### src/rtl/mem_port_arbiter_if.sv
// -----------------------------------------------------------------------------
// mem_port_arbiter_if
//   Groups the three buses around the instruction/data memory arbiter: the
//   instruction requester, the data requester and the shared memory port.
//
//   modport slave  : the arbiter's view. It serves the two requesters and
//                    drives the memory port.
//   modport master : the environment's view. It drives the requests and
//                    answers on the memory port.
//
//   Instruction side : i_req, i_addr            -> i_rdata, i_ack, i_err
//   Data side        : d_req, d_we, d_addr,
//                      d_wdata                  -> d_rdata, d_ack, d_err
//   Memory side      : m_req, m_we, m_addr,
//                      m_wdata                  <- m_rdata, m_ready
// -----------------------------------------------------------------------------
interface mem_port_arbiter_if;
  // Instruction side
  logic        i_req;
  logic [31:0] i_addr;
  logic [31:0] i_rdata;
  logic        i_ack;
  logic        i_err;
  // Data side
  logic        d_req;
  logic        d_we;
  logic [31:0] d_addr;
  logic [31:0] d_wdata;
  logic [31:0] d_rdata;
  logic        d_ack;
  logic        d_err;
  // Memory side
  logic        m_req;
  logic        m_we;
  logic [31:0] m_addr;
  logic [31:0] m_wdata;
  logic [31:0] m_rdata;
  logic        m_ready;

  modport slave (
    input  i_req, i_addr,
    output i_rdata, i_ack, i_err,
    input  d_req, d_we, d_addr, d_wdata,
    output d_rdata, d_ack, d_err,
    output m_req, m_we, m_addr, m_wdata,
    input  m_rdata, m_ready
  );

  modport master (
    output i_req, i_addr,
    input  i_rdata, i_ack, i_err,
    output d_req, d_we, d_addr, d_wdata,
    input  d_rdata, d_ack, d_err,
    input  m_req, m_we, m_addr, m_wdata,
    output m_rdata, m_ready
  );
endinterface

### src/rtl/mem_port_arbiter.sv
// -----------------------------------------------------------------------------
// mem_port_arbiter
//   Shares one memory port between an instruction requester and a data
//   requester. One transaction at a time walks IDLE -> ACCESS -> RESP.
//   Simultaneous requests alternate, starting with the instruction side after
//   reset. ACCESS waits up to MAX_WAIT cycles for m_ready before it gives up
//   and reports an error to the granted side.
//
// Parameters
//   MAX_WAIT : ACCESS cycles allowed for m_ready before timeout (1..255).
//
// Ports
//   clk  : single clock, all state changes on the rising edge
//   rst  : synchronous active-low reset
//   bus  : requester and memory buses (slave modport of mem_port_arbiter_if)
//   busy : high whenever the FSM is not in IDLE
// -----------------------------------------------------------------------------
module mem_port_arbiter #(
  parameter int unsigned MAX_WAIT = 15
) (
  input  logic                clk,
  input  logic                rst,
  mem_port_arbiter_if.slave   bus,
  output logic                busy
);

  typedef enum logic [1:0] {
    S_IDLE   = 2'd0,
    S_ACCESS = 2'd1,
    S_RESP   = 2'd2
  } state_e;

  typedef enum logic {
    SIDE_INSTR = 1'b0,
    SIDE_DATA  = 1'b1
  } side_e;

  localparam int unsigned      CW       = $clog2(MAX_WAIT + 1);
  localparam logic [CW-1:0]    CNT_LAST = CW'(MAX_WAIT - 1);
  localparam logic [CW-1:0]    CNT_MAX  = CW'(MAX_WAIT);

  state_e        state_q,      state_d;
  side_e         gnt_q,        gnt_d;
  side_e         last_grant_q, last_grant_d;
  logic [31:0]   addr_q,       addr_d;
  logic          we_q,         we_d;
  logic [31:0]   wdata_q,      wdata_d;
  logic [CW-1:0] cnt_q,        cnt_d;
  logic          err_q,        err_d;
  logic [31:0]   i_rdata_q,    i_rdata_d;
  logic [31:0]   d_rdata_q,    d_rdata_d;

  // Data wins in IDLE when it asks alone, or when both ask and instruction
  // had the previous turn.
  logic grant_data;
  assign grant_data = bus.d_req && (!bus.i_req || (last_grant_q == SIDE_INSTR));

  // ---------------------------------------------------------------------------
  // Next-state and datapath logic
  // ---------------------------------------------------------------------------
  always_comb begin
    // NOTE: every variable gets a default before the case so that no path
    // leaves one unassigned; a missing default would infer a latch.
    state_d      = state_q;
    gnt_d        = gnt_q;
    last_grant_d = last_grant_q;
    addr_d       = addr_q;
    we_d         = we_q;
    wdata_d      = wdata_q;
    cnt_d        = cnt_q;
    err_d        = err_q;
    i_rdata_d    = i_rdata_q;
    d_rdata_d    = d_rdata_q;

    unique case (state_q)
      S_IDLE: begin
        if (bus.i_req || bus.d_req) begin
          state_d = S_ACCESS;
          cnt_d   = '0;
          err_d   = 1'b0;
          if (grant_data) begin
            gnt_d   = SIDE_DATA;
            addr_d  = bus.d_addr;
            we_d    = bus.d_we;
            wdata_d = bus.d_wdata;
          end else begin
            // Instruction fetches never write.
            gnt_d   = SIDE_INSTR;
            addr_d  = bus.i_addr;
            we_d    = 1'b0;
            wdata_d = '0;
          end
        end
      end

      S_ACCESS: begin
        if (bus.m_ready) begin
          // Ready takes priority even on the last allowed cycle.
          state_d = S_RESP;
          err_d   = 1'b0;
          if (!we_q) begin
            if (gnt_q == SIDE_DATA) d_rdata_d = bus.m_rdata;
            else                    i_rdata_d = bus.m_rdata;
          end
        end else begin
          if (cnt_q != CNT_MAX) cnt_d = cnt_q + 1'b1;
          // cnt_q counts earlier unanswered cycles, so this is the MAX_WAIT-th.
          if (cnt_q == CNT_LAST) begin
            state_d = S_RESP;
            err_d   = 1'b1;
          end
        end
      end

      S_RESP: begin
        last_grant_d = gnt_q;
        state_d      = S_IDLE;
      end

      default: state_d = S_IDLE;
    endcase
  end

  // ---------------------------------------------------------------------------
  // State registers
  // ---------------------------------------------------------------------------
  always_ff @(posedge clk) begin
    // NOTE: sequential state uses non-blocking assignments so every register
    // samples the pre-edge values, independent of statement order.
    if (!rst) begin
      state_q      <= S_IDLE;
      gnt_q        <= SIDE_INSTR;
      last_grant_q <= SIDE_DATA;
      addr_q       <= '0;
      we_q         <= 1'b0;
      wdata_q      <= '0;
      cnt_q        <= '0;
      err_q        <= 1'b0;
      i_rdata_q    <= '0;
      d_rdata_q    <= '0;
    end else begin
      state_q      <= state_d;
      gnt_q        <= gnt_d;
      last_grant_q <= last_grant_d;
      addr_q       <= addr_d;
      we_q         <= we_d;
      wdata_q      <= wdata_d;
      cnt_q        <= cnt_d;
      err_q        <= err_d;
      i_rdata_q    <= i_rdata_d;
      d_rdata_q    <= d_rdata_d;
    end
  end

  // ---------------------------------------------------------------------------
  // Outputs: all decoded from registered state, so a reset edge silences
  // m_req and any pending ack/err immediately.
  // ---------------------------------------------------------------------------
  logic in_access, in_resp;
  assign in_access = (state_q == S_ACCESS);
  assign in_resp   = (state_q == S_RESP);

  assign bus.m_req   = in_access;
  assign bus.m_we    = in_access && we_q;
  assign bus.m_addr  = addr_q;
  assign bus.m_wdata = wdata_q;

  assign bus.i_ack   = in_resp && (gnt_q == SIDE_INSTR) && !err_q;
  assign bus.i_err   = in_resp && (gnt_q == SIDE_INSTR) &&  err_q;
  assign bus.d_ack   = in_resp && (gnt_q == SIDE_DATA)  && !err_q;
  assign bus.d_err   = in_resp && (gnt_q == SIDE_DATA)  &&  err_q;

  assign bus.i_rdata = i_rdata_q;
  assign bus.d_rdata = d_rdata_q;

  assign busy        = (state_q != S_IDLE);

endmodule

### src/flat_wrapper.sv
// flat-port wrapper written by rule: the top's interface ports become plain ports
module mem_port_arbiter_flat 
#(
  parameter int unsigned MAX_WAIT = 15
)
  (clk, rst, busy, bus_i_req, bus_i_addr, bus_i_rdata, bus_i_ack, bus_i_err, bus_d_req, bus_d_we, bus_d_addr, bus_d_wdata, bus_d_rdata, bus_d_ack, bus_d_err, bus_m_req, bus_m_we, bus_m_addr, bus_m_wdata, bus_m_rdata, bus_m_ready);
  mem_port_arbiter_if bus_i ();
  input  logic clk;
  input  logic rst;
  output logic busy;
  input wire logic [$bits(bus_i.i_req)-1:0] bus_i_req;
  input wire logic [$bits(bus_i.i_addr)-1:0] bus_i_addr;
  output wire logic [$bits(bus_i.i_rdata)-1:0] bus_i_rdata;
  output wire logic [$bits(bus_i.i_ack)-1:0] bus_i_ack;
  output wire logic [$bits(bus_i.i_err)-1:0] bus_i_err;
  input wire logic [$bits(bus_i.d_req)-1:0] bus_d_req;
  input wire logic [$bits(bus_i.d_we)-1:0] bus_d_we;
  input wire logic [$bits(bus_i.d_addr)-1:0] bus_d_addr;
  input wire logic [$bits(bus_i.d_wdata)-1:0] bus_d_wdata;
  output wire logic [$bits(bus_i.d_rdata)-1:0] bus_d_rdata;
  output wire logic [$bits(bus_i.d_ack)-1:0] bus_d_ack;
  output wire logic [$bits(bus_i.d_err)-1:0] bus_d_err;
  output wire logic [$bits(bus_i.m_req)-1:0] bus_m_req;
  output wire logic [$bits(bus_i.m_we)-1:0] bus_m_we;
  output wire logic [$bits(bus_i.m_addr)-1:0] bus_m_addr;
  output wire logic [$bits(bus_i.m_wdata)-1:0] bus_m_wdata;
  input wire logic [$bits(bus_i.m_rdata)-1:0] bus_m_rdata;
  input wire logic [$bits(bus_i.m_ready)-1:0] bus_m_ready;
  assign bus_i.i_req = bus_i_req;
  assign bus_i.i_addr = bus_i_addr;
  assign bus_i_rdata = bus_i.i_rdata;
  assign bus_i_ack = bus_i.i_ack;
  assign bus_i_err = bus_i.i_err;
  assign bus_i.d_req = bus_d_req;
  assign bus_i.d_we = bus_d_we;
  assign bus_i.d_addr = bus_d_addr;
  assign bus_i.d_wdata = bus_d_wdata;
  assign bus_d_rdata = bus_i.d_rdata;
  assign bus_d_ack = bus_i.d_ack;
  assign bus_d_err = bus_i.d_err;
  assign bus_m_req = bus_i.m_req;
  assign bus_m_we = bus_i.m_we;
  assign bus_m_addr = bus_i.m_addr;
  assign bus_m_wdata = bus_i.m_wdata;
  assign bus_i.m_rdata = bus_m_rdata;
  assign bus_i.m_ready = bus_m_ready;
  mem_port_arbiter #(.MAX_WAIT(MAX_WAIT)) u_core (.clk(clk), .rst(rst), .bus(bus_i), .busy(busy));
endmodule
### config.mk
export PLATFORM = sky130hd
export DESIGN_NAME = mem_port_arbiter_flat
export DESIGN_NICKNAME = d
export VERILOG_FILES = /design/src/rtl/mem_port_arbiter_if.sv /design/src/rtl/mem_port_arbiter.sv /design/src/flat_wrapper.sv
export SDC_FILE = /design/constraint.sdc
export NUM_CORES = 1
export LEC_CHECK = 0
export ABC_CLOCK_PERIOD_IN_PS = 1500
export CAP_MARGIN = 20
export CORE_AREA = 2 2 142 144
export CTS_BUF_LIST = sky130_fd_sc_hd__clkbuf_8
export DETAILED_ROUTE_END_ITERATION = 8
export DIE_AREA = 0 0 144 146
export PLACE_DENSITY = 0.6
export SLEW_MARGIN = 15
export SYNTH_ARGS = -nofsm -noshare
export SYNTH_HDL_FRONTEND = slang
export SYNTH_SLANG_ARGS = --single-unit
export TNS_END_PERCENT = 50
### constraint.sdc
create_clock -name clk -period 1.5 [get_ports clk]
set_input_delay 0.45 -clock clk [delete_from_list [all_inputs] [get_ports clk]]
set_output_delay 0.45 -clock clk [all_outputs]
set_load 0.01 [all_outputs]
==> reports/qor.yml, run 1 <==
grt:
  grt_pass1_wl_um: 31500
  first_global_vias: 5877
  track_usage: 0.189
  grt_start_max_net_pins: 67
  antenna_found_initial: 0
  overflow: 0
placement:
  place_hpwl_um: 13400
  io_buffers: 268
  dpl_cell_area_um2: 8870
  gp_congestion: 0.752
  placed_cells: 1154
  pre_cts_ws_ns: -0.494
pwr:
  clockPowerShare: 0.358
  switchingPower_mw: 2.67
  finalPower_mw: 9.50
  vdd_drop_max_v: 0.000513
  power_density_nw_per_um2: 978
  combinationalPowerShare: 0.225
  p_seq_frac: 0.417
  p_leak_nw: 3.74
  intPower_mw: 6.83
  p_sw_frac: 0.281
sta:
  rsz0062_at_grt: "true"
  maxSlewHeadroom: 0.637
  layout_min_cycle_time_ns: 1.74
  fmax_ghz: 0.574
  hold_viol_final: 0
  drv_slew: 0
  setup_slack_ns: -0.243
  tightest_slew_ns: 0.545
  skew_ns: 0.0163
  setup_viol: 70
  post-route-period-util: 1.16
logic_synthesis:
  ys_warn_count: 0
  synth.avg_cell_area_um2: 8.77
  synth_ff_type: "dfxtp_1"
  synth_cell_types: 39
  async_flop_share: 0
  synth_cells: 657
  syn_nets: 793
  syn_area_um2: 5760
  synth_edf_count: 0
  seq_area_frac_synth: 0.479
  synth-seq-cells: 138
min_path:
  hp-class: "flip-flop to flip-flop"
worst_setup_path:
  crit_arrival_ns: 1.29
  ff2ff_path_depth: 7
  endpoint_kind: "output pin"
  critPathKind: "flip-flop to output pin"
  timing.rr.end: "u_core.bus.d_rdata[28]$_SDFFE_PN0P_"
  timing.rr.start: "u_core.state_q[1]$_SDFFE_PN0P_"
  cp-startpoint: "u_core.state_q[0]$_SDFFE_PN0P_"
  crit_end: "bus_d_ack"
  critPathLaunchType: "flip-flop"
  r2r_setup_slack_ns: -0.17
  worstPathRequired_ns: 1.05
  worstPathMaxFanout: 5
final_layout:
  final_common_cell: "clkdlybuf4s50_1"
  fin_cells: 1214
  syn_to_final_growth_pct: 68.5
  layout-drive-gt1-share: 0.375
  nets: 1074
  final_area_um2: 9710
  antenna_cells: 0
  most-common-layout-cells: "clkdlybuf4s50_1, a21oi_1, buf_2"
  utilization: 0.502
floorplanning:
  fp.dieH_um: 146
  dieArea_um2: 21000
  rows: 51
  die_x_um: 144
  start_util: 0.298
  design.core.area_um2: 19300
  ioPinCount: 269
run_status:
  failed_checks: "setup timing"
  status: "finished with violations"
detailed_routing:
  wl_per_cell_um: 19.3
  via_count: 6303
  routed_wl_um: 23400
  viasPerCell: 5.19
  drc: 0
  drt_first_pass_iters: 4
  ant_nets: 0
  drtIter0Drc: 354
clock_network:
  insertion_delay_ns: 0.45
  cts-htree-levels: 4
  cts_tree: "built"
  path_clk_slew_ns: 0.09
  cts-root-buf: "clkbuf_8"
  cts_buffers: 17
  cts.hold.buffers_added: 0
  cts.sink_count: 138
  clk_path_buf_depth: 2
flow_run:
  drv_cap: 0
-- worst min-delay path by stage --
stage	startpoint	endpoint	slack, ns	cells after the start
global placement	u_core.bus.m_wdata[6]$_SDFFE_PN0P_	u_core.bus.m_wdata[6]$_SDFFE_PN0P_	0.46	2
detailed placement	u_core.bus.m_wdata[8]$_SDFFE_PN0P_	u_core.bus.m_wdata[8]$_SDFFE_PN0P_	0.46	2
finish	u_core.bus.i_rdata[10]$_SDFFE_PN0P_	u_core.bus.i_rdata[10]$_SDFFE_PN0P_	0.46	2
floorplan	u_core.we_q$_SDFFE_PN0P_	u_core.we_q$_SDFFE_PN0P_	0.46	2
CTS	u_core.bus.m_wdata[11]$_SDFFE_PN0P_	u_core.bus.m_wdata[11]$_SDFFE_PN0P_	0.47	2
global route	u_core.bus.i_rdata[10]$_SDFFE_PN0P_	u_core.bus.i_rdata[10]$_SDFFE_PN0P_	0.48	2
-- registers in the layout, indices dropped and copies added, names as in the netlist --
name                 count
u_core.we_q              1
u_core.bus.i_rdata      32
u_core.gnt_q             1
u_core.bus.m_wdata      32
u_core.bus.m_addr       32
u_core.bus.d_rdata      32
u_core.last_grant_q      1
u_core.cnt_q             4
u_core.err_q             1
u_core.state_q           2
-- synthesized netlist by cell type (2+ instances only) --
| library cell | count | area share |
|---|---|---|
| buf_4 | 12 | 0.016 |
| nand4_1 | 33 | 0.036 |
| nor2_1 | 3 | 0.0020 |
| nand2_1 | 4 | 0.0026 |
| o21ai_0 | 100 | 0.087 |
| a211oi_1 | 27 | 0.035 |
| inv_2 | 2 | 0.0013 |
| a211oi_2 | 6 | 0.013 |
| a21oi_1 | 132 | 0.11 |
| ha_1 | 2 | 0.0043 |
| buf_2 | 18 | 0.016 |
| nor2b_1 | 2 | 0.0022 |
| nand3_1 | 70 | 0.061 |
| nor4_1 | 2 | 0.0022 |
| inv_1 | 5 | 0.0033 |
| o211a_1 | 2 | 0.0035 |
| clkbuf_1 | 42 | 0.027 |
| mux2i_1 | 35 | 0.061 |
| buf_6 | 3 | 0.0059 |
| dfxtp_1 | 138 | 0.48 |
-- worst max-delay path: stages (launching register included) --
cell	delay [ns]
dfxtp_2	0.34
buf_6	0.13
inv_4	0.06
nand3_4	0.09
nor2_1	0.10
buf_2	0.13
-- metrics by stage --
step                      hold slack [ns]  TNS (ns)
final                               0.464     -6.86
after global placement              0.457    -51.14
after global routing                0.478    -13.65
after floorplan                     0.462         0
after CTS                           0.473     -8.82
after detailed placement            0.464    -52.68
-- cell families after synthesis --
logic type,after synthesis,synth area share
buf+inv,84,0.0703
fa+ha+maj,2,0.00434
simple gates,125,0.122
compound gates,273,0.263
flops,138,0.479
mux,35,0.0608
-- power groups by stage --
stage | Sequential (mW) | Combinational, mW | Clock (mW)
after CTS | 3.96 | 1.78 | 3.47
final | 3.97 | 2.13 | 3.40
after floorplan | 4.10 | 0.718 | 0
after global placement | 4.03 | 1.83 | 0
after global routing | 3.99 | 2.28 | 3.64
after detailed placement | 4.03 | 1.83 | 0
-- area by class of cell --
| type | count | area, um^2 |
|---|---|---|
| Sequential cell | 138 | 2830 |
| Multi-Input combinational cell | 436 | 2930 |
| Inverter | 8 | 35.0 |
| Timing Repair Buffer | 337 | 3160 |
| Clock inverter | 11 | 171 |
| Tap cell | 265 | 332 |
| Clock buffer | 19 | 262 |
| Fill cell | 1925 | 9620 |
-- metal layers --
metal	vias up	part of all wire	global-route usage	routed length [um]
li1	2984	-	-	-
met1	3041	0.39	0.224	9180
met2	249	0.50	0.308	11700
met3	29	0.089	0.0839	2080
met4	0	0.019	0.0554	455
met5	-	0	0	0
-- repair_timing --
action / in CTS / in global routing
gates cloned: 0 / 19
pin swaps: 2 / 16
endpoints found under the setup margin: 265 / 214
setup buffers: 2 / 9
resized for setup: 444 / 222
No activity file was read; power rests on OpenSTA's default activity.
==> inputs of run 2 (changes only) <==
- SLEW_MARGIN: 15 -> 0
==> results of run 2 <==
Same layout as run 1: the final DEF is identical, and so are final timing and power.
==> inputs of run 3 (changes only) <==
- CTS_CLUSTER_SIZE: default -> 10
==> results of run 3 <==
Same layout as run 1: the final DEF is identical, and so are final timing and power.
